<file path="src/rtl/oled_pkg.sv">
// Shared constants, init command table and sequencer state type for the OLED frame sequencer.
// Latency: n/a (declarations only).
// Backpressure: n/a.
package oled_pkg;

    localparam logic [6:0]  OLED_ADDR   = 7'h3C;
    localparam int unsigned INIT_LEN    = 26;
    localparam int unsigned FRAME_BYTES = 512;
    localparam int unsigned WRAP_MAX    = 543;

    localparam logic [7:0]  CTRL_CMD    = 8'h00;
    localparam logic [7:0]  CTRL_DATA   = 8'h40;

    typedef enum logic [1:0] {
        INIT   = 2'd0,
        STREAM = 2'd1,
        HOLD   = 2'd2
    } seq_state_t;

    // SSD1306 bring-up sequence: display off, clocking, 32-row mux,
    // charge pump on, horizontal addressing, remap, contrast, display on.
    function automatic logic [7:0] init_byte(input logic [4:0] k);
        logic [7:0] b;
        case (k)
            5'd0:  b = 8'hAE;
            5'd1:  b = 8'hD5;
            5'd2:  b = 8'h80;
            5'd3:  b = 8'hA8;
            5'd4:  b = 8'h1F;
            5'd5:  b = 8'hD3;
            5'd6:  b = 8'h00;
            5'd7:  b = 8'h40;
            5'd8:  b = 8'h8D;
            5'd9:  b = 8'h14;
            5'd10: b = 8'h20;
            5'd11: b = 8'h00;
            5'd12: b = 8'hA1;
            5'd13: b = 8'hC8;
            5'd14: b = 8'hDA;
            5'd15: b = 8'h02;
            5'd16: b = 8'h81;
            5'd17: b = 8'h8F;
            5'd18: b = 8'hD9;
            5'd19: b = 8'hF1;
            5'd20: b = 8'hDB;
            5'd21: b = 8'h40;
            5'd22: b = 8'hA4;
            5'd23: b = 8'hA6;
            5'd24: b = 8'h2E;
            5'd25: b = 8'hAF;
            default: b = 8'h00;
        endcase
        return b;
    endfunction

endpackage

</file>
<file path="src/rtl/oled_frame_sequencer_if.sv">
// Link between the OLED I2C master and the frame sequencer that feeds it.
// Latency: n/a (signal bundle only).
// Backpressure: none; the master paces itself through data_counter.
// Ports: master drives data_counter; slave (sequencer) drives address, r/w, control, data, continue.
interface oled_frame_sequencer_if;
    logic [9:0] data_counter;
    logic [6:0] addr_byte_out;
    logic       read_write;
    logic [7:0] control_byte_out;
    logic [7:0] data_byte_out;
    logic       continue_bit;

    modport master (
        output data_counter,
        input  addr_byte_out, read_write, control_byte_out, data_byte_out, continue_bit
    );

    modport slave (
        input  data_counter,
        output addr_byte_out, read_write, control_byte_out, data_byte_out, continue_bit
    );
endinterface

</file>
<file path="src/rtl/oled_fb_ram.sv">
// Simple dual-port framebuffer RAM: one write port, one registered read port.
// Latency: 1 clk read; a same-address write in the read clk returns the old data.
// Backpressure: none.
// Ports: clk, we/waddr/wdata (write), re/raddr (read request), rdata (held until next re).
module oled_fb_ram #(
    parameter int unsigned DEPTH = 512,
    parameter int unsigned AW    = 9,
    parameter int unsigned DW    = 8
) (
    input  logic          clk,
    input  logic          we,
    input  logic [AW-1:0] waddr,
    input  logic [DW-1:0] wdata,
    input  logic          re,
    input  logic [AW-1:0] raddr,
    output logic [DW-1:0] rdata
);
    logic [DW-1:0] mem [DEPTH];

    // Read and write in the same block so a collision reads pre-write contents.
    always_ff @(posedge clk) begin
        if (we) mem[waddr] <= wdata;
        if (re) rdata      <= mem[raddr];
    end
endmodule

</file>
<file path="src/rtl/oled_frame_sequencer.sv">
// Maps the I2C master's data_counter to control/data/continue: init table first, then framebuffer stream.
// Latency: outputs update 2 clks after data_counter changes (1 clk ROM/RAM read, 1 clk output register).
// Backpressure: none; the master samples far slower than the lookup pipeline.
// Ports: clk, rst (sync, active-high), i2c (slave modport), fb_we/fb_waddr/fb_wdata write port,
//        init_done (sticky), frame_done (1-clk wrap pulse).
// Option OLED_DOUBLE_BUFFER_EN: two banks, adds fb_swap_req input and fb_swap_ack output.
module oled_frame_sequencer
    import oled_pkg::*;
(
    input  logic                  clk,
    input  logic                  rst,
    oled_frame_sequencer_if.slave i2c,
    input  logic                  fb_we,
    input  logic [8:0]            fb_waddr,
    input  logic [7:0]            fb_wdata,
`ifdef OLED_DOUBLE_BUFFER_EN
    input  logic                  fb_swap_req,
    output logic                  fb_swap_ack,
`endif
    output logic                  init_done,
    output logic                  frame_done
);

    logic [9:0] dc;
    logic [9:0] cnt_q;
    logic       rel_q;        // first clk after reset release forces a lookup
    logic       lookup;
    logic [9:0] j;
    logic       pad;
    logic       wrap_det;
    logic       wr_ok;
    logic       rd_en;
    seq_state_t kind;

    assign dc       = i2c.data_counter;
    assign lookup   = rel_q || (dc != cnt_q);
    assign j        = dc - 10'(INIT_LEN);
    assign pad      = (j >= 10'(FRAME_BYTES));
    assign wrap_det = (cnt_q == 10'(WRAP_MAX)) && (dc == 10'(INIT_LEN));
    assign wr_ok    = fb_we && ({1'b0, fb_waddr} < 10'(FRAME_BYTES));
    assign rd_en    = lookup && (kind == STREAM) && !pad;

    always_comb begin
        kind = HOLD;
        if (dc < 10'(INIT_LEN))
            kind = INIT;
        else if (dc <= 10'(WRAP_MAX))
            kind = STREAM;
    end

    // ---------------- framebuffer ----------------
    logic [7:0] rd_dat;

`ifdef OLED_DOUBLE_BUFFER_EN
    logic       front_q;
    logic       pending_q;
    logic       swap;
    logic       front_eff;
    logic       s1_bank;
    logic [7:0] rd0, rd1;

    // Swap decided combinationally so the fb[0] lookup on the wrap clk
    // already reads the newly published bank.
    assign swap      = wrap_det && (pending_q || fb_swap_req);
    assign front_eff = front_q ^ swap;

    oled_fb_ram u_bank0 (
        .clk  (clk),
        .we   (wr_ok && front_eff),
        .waddr(fb_waddr),
        .wdata(fb_wdata),
        .re   (rd_en && !front_eff),
        .raddr(j[8:0]),
        .rdata(rd0)
    );

    oled_fb_ram u_bank1 (
        .clk  (clk),
        .we   (wr_ok && !front_eff),
        .waddr(fb_waddr),
        .wdata(fb_wdata),
        .re   (rd_en && front_eff),
        .raddr(j[8:0]),
        .rdata(rd1)
    );

    assign rd_dat = s1_bank ? rd1 : rd0;

    always_ff @(posedge clk) begin
        if (rst) begin
            front_q     <= 1'b0;
            pending_q   <= 1'b0;
            fb_swap_ack <= 1'b0;
            s1_bank     <= 1'b0;
        end else begin
            front_q     <= front_eff;
            pending_q   <= swap ? 1'b0 : (pending_q || fb_swap_req);
            fb_swap_ack <= swap;
            if (lookup) s1_bank <= front_eff;
        end
    end
`else
    oled_fb_ram u_bank0 (
        .clk  (clk),
        .we   (wr_ok),
        .waddr(fb_waddr),
        .wdata(fb_wdata),
        .re   (rd_en),
        .raddr(j[8:0]),
        .rdata(rd_dat)
    );
`endif

    // ---------------- stage 1: classify and read ----------------
    logic       s1_vld;
    seq_state_t s1_kind;
    logic [7:0] s1_rom;
    logic       s1_pad;

    always_ff @(posedge clk) begin
        if (rst) begin
            cnt_q      <= '0;
            rel_q      <= 1'b1;
            s1_vld     <= 1'b0;
            s1_kind    <= INIT;
            s1_rom     <= '0;
            s1_pad     <= 1'b0;
            frame_done <= 1'b0;
        end else begin
            cnt_q      <= dc;
            rel_q      <= 1'b0;
            s1_vld     <= lookup;
            frame_done <= wrap_det;
            if (lookup) begin
                s1_kind <= kind;
                s1_rom  <= init_byte(dc[4:0]);
                s1_pad  <= pad;
            end
        end
    end

    // ---------------- stage 2: state and output register ----------------
    seq_state_t state_q, state_d;
    logic [7:0] ctrl_q, ctrl_d;
    logic [7:0] data_q, data_d;
    logic       cont_q, cont_d;
    logic       init_d;

    always_comb begin
        state_d = state_q;
        ctrl_d  = ctrl_q;
        data_d  = data_q;
        cont_d  = cont_q;
        init_d  = init_done;
        if (s1_vld) begin
            state_d = s1_kind;
            case (s1_kind)
                INIT: begin
                    ctrl_d = CTRL_CMD;
                    data_d = s1_rom;
                    cont_d = 1'b0;
                end
                STREAM: begin
                    // continue_bit rises together with the data control byte
                    ctrl_d = CTRL_DATA;
                    data_d = s1_pad ? 8'h00 : rd_dat;
                    cont_d = 1'b1;
                    init_d = 1'b1;
                end
                default: begin
                    // illegal counter: drop continue so the master terminates
                    ctrl_d = CTRL_CMD;
                    data_d = 8'h00;
                    cont_d = 1'b0;
                end
            endcase
        end
    end

    always_ff @(posedge clk) begin
        if (rst) begin
            state_q   <= INIT;
            ctrl_q    <= CTRL_CMD;
            data_q    <= init_byte(5'd0);
            cont_q    <= 1'b0;
            init_done <= 1'b0;
        end else begin
            state_q   <= state_d;
            ctrl_q    <= ctrl_d;
            data_q    <= data_d;
            cont_q    <= cont_d;
            init_done <= init_d;
        end
    end

    assign i2c.addr_byte_out    = OLED_ADDR;
    assign i2c.read_write       = 1'b0;
    assign i2c.control_byte_out = ctrl_q;
    assign i2c.data_byte_out    = data_q;
    assign i2c.continue_bit     = cont_q;

endmodule

</file>
<file path="src/flat_wrapper.sv">
// flat-port wrapper written by rule: the top's interface ports become plain ports
module oled_frame_sequencer_flat import oled_pkg::*;
  (clk, rst, fb_we, fb_waddr, fb_wdata, init_done, frame_done, i2c_data_counter, i2c_addr_byte_out, i2c_read_write, i2c_control_byte_out, i2c_data_byte_out, i2c_continue_bit);
  oled_frame_sequencer_if i2c_i ();
  input  logic clk;
  input  logic rst;
  input  logic fb_we;
  input  logic [8:0] fb_waddr;
  input  logic [7:0] fb_wdata;
  output logic init_done;
  output logic frame_done;
  input wire logic [$bits(i2c_i.data_counter)-1:0] i2c_data_counter;
  output wire logic [$bits(i2c_i.addr_byte_out)-1:0] i2c_addr_byte_out;
  output wire logic [$bits(i2c_i.read_write)-1:0] i2c_read_write;
  output wire logic [$bits(i2c_i.control_byte_out)-1:0] i2c_control_byte_out;
  output wire logic [$bits(i2c_i.data_byte_out)-1:0] i2c_data_byte_out;
  output wire logic [$bits(i2c_i.continue_bit)-1:0] i2c_continue_bit;
  assign i2c_i.data_counter = i2c_data_counter;
  assign i2c_addr_byte_out = i2c_i.addr_byte_out;
  assign i2c_read_write = i2c_i.read_write;
  assign i2c_control_byte_out = i2c_i.control_byte_out;
  assign i2c_data_byte_out = i2c_i.data_byte_out;
  assign i2c_continue_bit = i2c_i.continue_bit;
  oled_frame_sequencer u_core (.clk(clk), .rst(rst), .i2c(i2c_i), .fb_we(fb_we), .fb_waddr(fb_waddr), .fb_wdata(fb_wdata), .init_done(init_done), .frame_done(frame_done));
endmodule
</file>
<file path="config.mk">
export PLATFORM = sky130hd
export DESIGN_NAME = oled_frame_sequencer_flat
export DESIGN_NICKNAME = d
export VERILOG_FILES = /design/src/rtl/oled_pkg.sv /design/src/rtl/oled_frame_sequencer_if.sv /design/src/rtl/oled_fb_ram.sv /design/src/rtl/oled_frame_sequencer.sv /design/src/flat_wrapper.sv
export SDC_FILE = /design/constraint.sdc
export NUM_CORES = 2
export LEC_CHECK = 0
export CAP_MARGIN = 20
export CORE_MARGIN = 10
export CORE_UTILIZATION = 45
export DETAILED_ROUTE_END_ITERATION = 8
export HOLD_SLACK_MARGIN = 0.03
export PLACE_DENSITY = 0.61
export RECOVER_POWER = 100
export SLEW_MARGIN = 20
export SYNTH_ARGS = -nofsm -noshare
export SYNTH_HDL_FRONTEND = slang
export SYNTH_MEMORY_MAX_BITS = 65536
export SYNTH_SLANG_ARGS = --single-unit
</file>
<file path="constraint.sdc">
create_clock -name clk -period 8 [get_ports clk]
set_input_delay 2.4 -clock clk [delete_from_list [all_inputs] [get_ports clk]]
set_output_delay 2.4 -clock clk [all_outputs]
set_load 0.05 [all_outputs]
</file>
# Yosys cells after proc, flatten, opt, wreduce, memory -nomap -nowiden
# Memories as Yosys holds them, arrays and structs flattened. A register that Yosys moved wholly into a read port is not among the register bits.
# Cells that the tools add are included.
# word_totals
reg_bits,34
ramBits,4096
mem_bits_ro,256
input_bits,30
out_inout_bits,27
word_cells,37
n_memories,2
# op_classes
add_sub_neg,1
n_lt_le_gt_ge,3
n_eq_ne,5
mux,9
reduce_logical,7
# memory_table
memory,words,width,read_ports,rd_clocked_by_memory_dff,write_ports,line_no,source
u_core.u_bank0.mem,512,8,1,1,1,oled_fb_ram.sv:18,logic [DW-1:0] mem [DEPTH];
(no name shown),32,8,1,1,0,oled_pkg.sv:24,case (k)
# op_table
op,n
8-bit case mux with 2 select lines,1
10-bit == test (second input constant),1
10-bit by 5-bit == test with 1-bit output (second input constant),1
10-bit greater-or-equal comparator (second input constant),1
10-bit <= comparator (second input constant),1
10-bit by 5-bit < comparator with 1-bit output (second input constant),1
10-bit != test,1
10-bit by 5-bit subtractor with 10-bit output (second input constant),1
8-bit 2-to-1 mux,1
7-bit 2-to-1 mux,1
2-bit by 1-bit == test with 1-bit output (second input constant),2
1-bit 2-to-1 mux,4
2-bit 2-to-1 mux,2
1-bit logical AND,3
2-bit zero test,1
2-bit AND reduction,1
1-bit zero test,1
1-bit logical OR,1

# Depth between registers and ports, before layout
# depth
ltp_word,6
depth_mapped,16
mapped_depth_nobuf,10

# Hierarchy
# Synthesis repeated with hierarchy kept, for this count alone.
# unflattened
cells_unflattened,8279
area_unflattened_um2,162114.2
# by_module_without_submodules
module,n_inst,cells_per_inst,area_per_inst_um2,seq_area_each_um2
oled_fb_ram,1,8030,160007.2,123238.2
oled_frame_sequencer,1,249,2107.0,680.7

# Least setup slack after synthesis
# Ideal clock, no wire load.
# synth_path
path_type,input -> register
startpoint,in i2c_data_counter[1]
endpoint,"reg u_core.u_bank0.rdata[0], read port of u_core.u_bank0.mem (data pin)"
arrival_time_ns,5.298
setup_slack_ns,2.446
stages,15
path_buffers,7
path_cell_list,buf_4 -> buf_2 -> buf_2 -> buf_2 -> inv_1 -> ha_1 -> clkbuf_1 -> clkbuf_1 -> nor2_1 -> clkbuf_1 -> a22oi_1 -> nand2_1 -> a2111oi_0 -> o211ai_1 -> o22a_1
# synth_between
elab_chain_len,6
elab_cells_between_ends,12
cone_classes,add/sub: 1; order compare: 3; eq/ne: 2; mux: 2; reduce/logical: 4
# synth_rtl
item,line_no,source
start: declaration,flat_wrapper.sv:12,input wire logic [$bits(i2c_i.data_counter)-1:0] i2c_data_counter;
"parallel branches: the longest is 6 deep, another holds 10-bit by 5-bit subtractor with 10-bit output",n/a,
end: declaration,oled_fb_ram.sv:16,output logic [DW-1:0] rdata
# Parallel ways; which one is timed is not known.
# A chain may end at the register's enable or synchronous reset.

# Worst setup path in the final report
# layout_path
startpoint,in i2c_data_counter[2]
endpoint,"reg u_core.u_bank0.rdata[6], read port of u_core.u_bank0.mem (data pin)"
# The elaborated chain is that of the path after synthesis.

==> flow_metrics.env <==
export IMPL_drt_drc_violations_left=0
export IMPL_most_frequent_cells_in_the_layout="4,104 x edfxtp_1, 1,079 x mux4_2, 563 x nor2_1, 421 x clkbuf_16, 281 x nand2_1"
export IMPL_cts_num_sinks=4138
export IMPL_finalHoldViolCount=0
export IMPL_floorplan_core_area_um2=353000
export IMPL_worstSetupStartpointType="primary input"
export IMPL_min_delay_path_class="flop to flop"
export IMPL_fp_dieArea_um2=379000
export IMPL_layout_min_cycle_time_ns=7.45
export IMPL_synth_register_bits=4138
export IMPL_syn_to_final_growth_pct=12.3
export IMPL_crit_path_end_kind="flop"
export IMPL_routedWlPerCell_um=33.0
export IMPL_grt_usage=0.216
export IMPL_share_of_the_yosys_chip_area_belonging_to_registers=0.775
export IMPL_timing_critical_path_arrival_ns=8.19
export IMPL_cts_path_max_buffers=4
export IMPL_hpwlAfterDp_um=257000
export IMPL_grt_first_pass_wirelength_um=598000
export IMPL_postCtsSetupRepairBufs=0
export IMPL_outcome="finished with violations"
export IMPL_crit_required_ns=8.74
export IMPL_syn_inst=7422
export IMPL_ys_async_sr_fraction=0
export IMPL_achievable_frequency_mhz=134
export IMPL_finalSetupViolations=0
export IMPL_vias=77741
export IMPL_initialDrtViolationCount=9692
export IMPL_grt_max_degree=208
export IMPL_chipWidth_um=616
export IMPL_clkPwrFrac=0.420
export IMPL_nFillCells=27648
export IMPL_die_y_um=616
export IMPL_yosys_warnings=0
export IMPL_crit_buf_inv=2
export IMPL_floorplan_initialDensity=0.452
export IMPL_clk_transition_reported_paths_ns=0.06
export IMPL_power_static_leakage_nw=54.8
export IMPL_number_of_distinct_library_cell_variants_in_the_gate_level_netlist_after_synthesis=67
export IMPL_cts_root_buf="clkbuf_16"
export IMPL_design_portCount=57
export IMPL_final_layout_size_suffix_gt1_frac=0.234
export IMPL_num_rows=218
export IMPL_count_of_flip_flops_with_a_built_in_enable_after_synthesis=4104
export IMPL_max_slew_worst_pin_slew_ns=5.51
export IMPL_timing_critical_path_cells="dlygate4sd3_1, o21ai_4, xnor2_2, nor2_4, buf_4, a22oi_1, a211oi_1, nor4_1, nand3_1, o22a_1"
export IMPL_grt_remaining_overflow=0
export IMPL_seq_power_share=0.522
export IMPL_cp_top_family="compound AO/OA/AOI/OAI gates"
export IMPL_power_switching_mw=10.1
export IMPL_gate_power_share=0.057
export IMPL_period_share=0.932
export IMPL_via_count_of_the_first_global_routing_pass=78227
export IMPL_clock_tree_from_tritoncts="built"
export IMPL_clock_latency_ns=0.99
export IMPL_postSynthAreaPerCell_um2=21.5
export IMPL_antenna_violations_before_repair=16
export IMPL_crit_path_max_fanout=32
export IMPL_drv_cap=44
export IMPL_final_design_area_no_fill_um2=179000
export IMPL_post_dp_cell_area_um2=166000
export IMPL_ys_flop_type="edfxtp_1"
export IMPL_nets=7665
export IMPL_timing_max_transition_violations_final=2627
export IMPL_postRouteWirelength_um=420000
export IMPL_grt_setup_unrepaired="false"
export IMPL_violations="capacitance limit, slew limit"
export IMPL_fin_skew_ns=0.0533
export IMPL_crit_type="primary input to flop"
export IMPL_power_per_cell_area_nw_per_um2=255
export IMPL_finalWeightedCongestion=0.917
export IMPL_io_buffers=41
export IMPL_worst_slew_margin_rel=-2.67
export IMPL_cts_resized=0
export IMPL_layout_commonest_cell="edfxtp_1"
export IMPL_vias_per_cell=6.11
export IMPL_syn_cell_area_um2=160000
export IMPL_cellInternalPower_mw=35.7
export IMPL_ctsHoldBuffers=0
export IMPL_drt_first_pass_iters=7
export IMPL_tritoncts_buffer_count=418
export IMPL_peakVddDrop_uv=200
export IMPL_critPathSlowestCell="xnor2_2"
export IMPL_ctsHtreeMaxLevel=5
export IMPL_timing_setup_tns_ns=0
export IMPL_netSwitchingFraction=0.221
export IMPL_drt_antenna_violating_nets=0
export IMPL_timing_critical_path_slowest_cell_delay_ns=1.11
routing by layer:
layer / track usage / share of wire
met1: 0.302 / 0.40
met2: 0.346 / 0.48
met3: 0.0387 / 0.080
met4: 0.0722 / 0.039
met5: 0 / 0.00016
state kept, by name (all words and copies together) (netlist names):
signal / cells
u_core.u_bank0.mem: 4096
u_core.init_done: 1
u_core.i2c.data_byte_out: 8
u_core.rel_q: 1
u_core.u_bank0.rdata: 8
u_core.s1_pad: 1
u_core.s1_kind: 2
u_core.i2c.control_byte_out: 1
u_core.s1_vld: 1
u_core.cnt_q: 10
u_core.s1_rom: 8
u_core.frame_done: 1
power by group through the flow:
stage	registers [mW]	logic [mW]	clock network, mW
after detailed placement	24.4	2.65	0
after CTS	23.9	2.65	19.5
after floorplan	24.4	1.33	0
after global placement	24.4	2.62	0
final	23.9	2.62	19.3
after global routing	23.9	2.74	20.4
logic make-up after synthesis:
kind of cell	share of synthesized area
XOR/XNOR	0.00126
buffers and inverters	0.0135
adder cells (fa/ha/maj)	0.000705
AO/OA/AOI/OAI	0.0239
AND/OR/NAND/NOR	0.0261
multiplexers	0.159
other	0.0000470
flip-flops	0.775
synth_stat cells, types with 9 or more instances:
cell / count / area [µm²]
nor4_1: 26 / 163
mux4_2: 1079 / 24300
buf_2: 131 / 656
nand2_1: 288 / 1080
o22ai_1: 39 / 244
o21ai_0: 26 / 130
mux2i_1: 109 / 1090
edfxtp_1: 4104 / 123000
nand4_1: 14 / 87.6
nand3_1: 34 / 170
nor2b_1: 13 / 81.3
a21oi_1: 186 / 931
o211ai_1: 16 / 120
nor3_1: 30 / 150
a21boi_0: 14 / 105
a211oi_1: 31 / 233
xor2_1: 15 / 131
clkbuf_1: 236 / 886
nor2_1: 569 / 2140
a22oi_1: 209 / 1570
buf_4: 49 / 368
buf_1: 38 / 143
dfxtp_1: 34 / 681
a311oi_1: 9 / 78.8
ha_1: 9 / 113
final cells by class:
type | instances | area (µm²) | share of cell area
Clock inverter | 271 | 2620 | 0.0146
Antenna cell | 8 | 20.0 | 0.000112
Clock buffer | 499 | 10800 | 0.0605
Tap cell | 4730 | 5920 | 0.0330
Timing Repair Buffer | 232 | 2120 | 0.0118
Inverter | 9 | 33.8 | 0.000188
Sequential cell | 4138 | 124000 | 0.691
Multi-Input combinational cell | 2827 | 34000 | 0.189
per-stage QoR:
step | cells | hold slack (ns) | power (mW) | worst slack [ns] | util
2_1_floorplan | 7435 | 0.447 | 25.7 | 2.45 | -
4_1_cts | 12705 | 0.500 | 46.1 | 1.10 | 0.509
3_5_place_dp | 11935 | 0.491 | 27.0 | 0.0672 | 0.471
6_report | 12714 | 0.504 | 45.8 | 0.547 | 0.508
3_3_place_gp | 11933 | 0.473 | 27.0 | -0.0253 | 0.471
5_1_grt | 12708 | 0.535 | 47.1 | 0.548 | 0.508
worst register-to-register path: stages (launching register included):
cell,delay [ns]
edfxtp_1,0.36
mux4_2,0.50
a22oi_1,0.84
a211oi_1,0.41
nor4_1,0.85
nand3_1,0.20
o22a_1,0.25
final timing paths:
check                                  from                 endpoint  slack, ns  cells past startpoint
setup / recovery        i2c_data_counter[2]  u_core.u_bank0.rdata[6]       0.55                     10
setup reg to reg  u_core.u_bank0.mem[97][6]  u_core.u_bank0.rdata[6]       4.34                      6
hold / removal             u_core.s1_rom[7]         u_core.s1_rom[7]       0.50                      2
hold reg to reg            u_core.s1_rom[7]         u_core.s1_rom[7]       0.50                      2
Power figures use the tool's default switching activity.
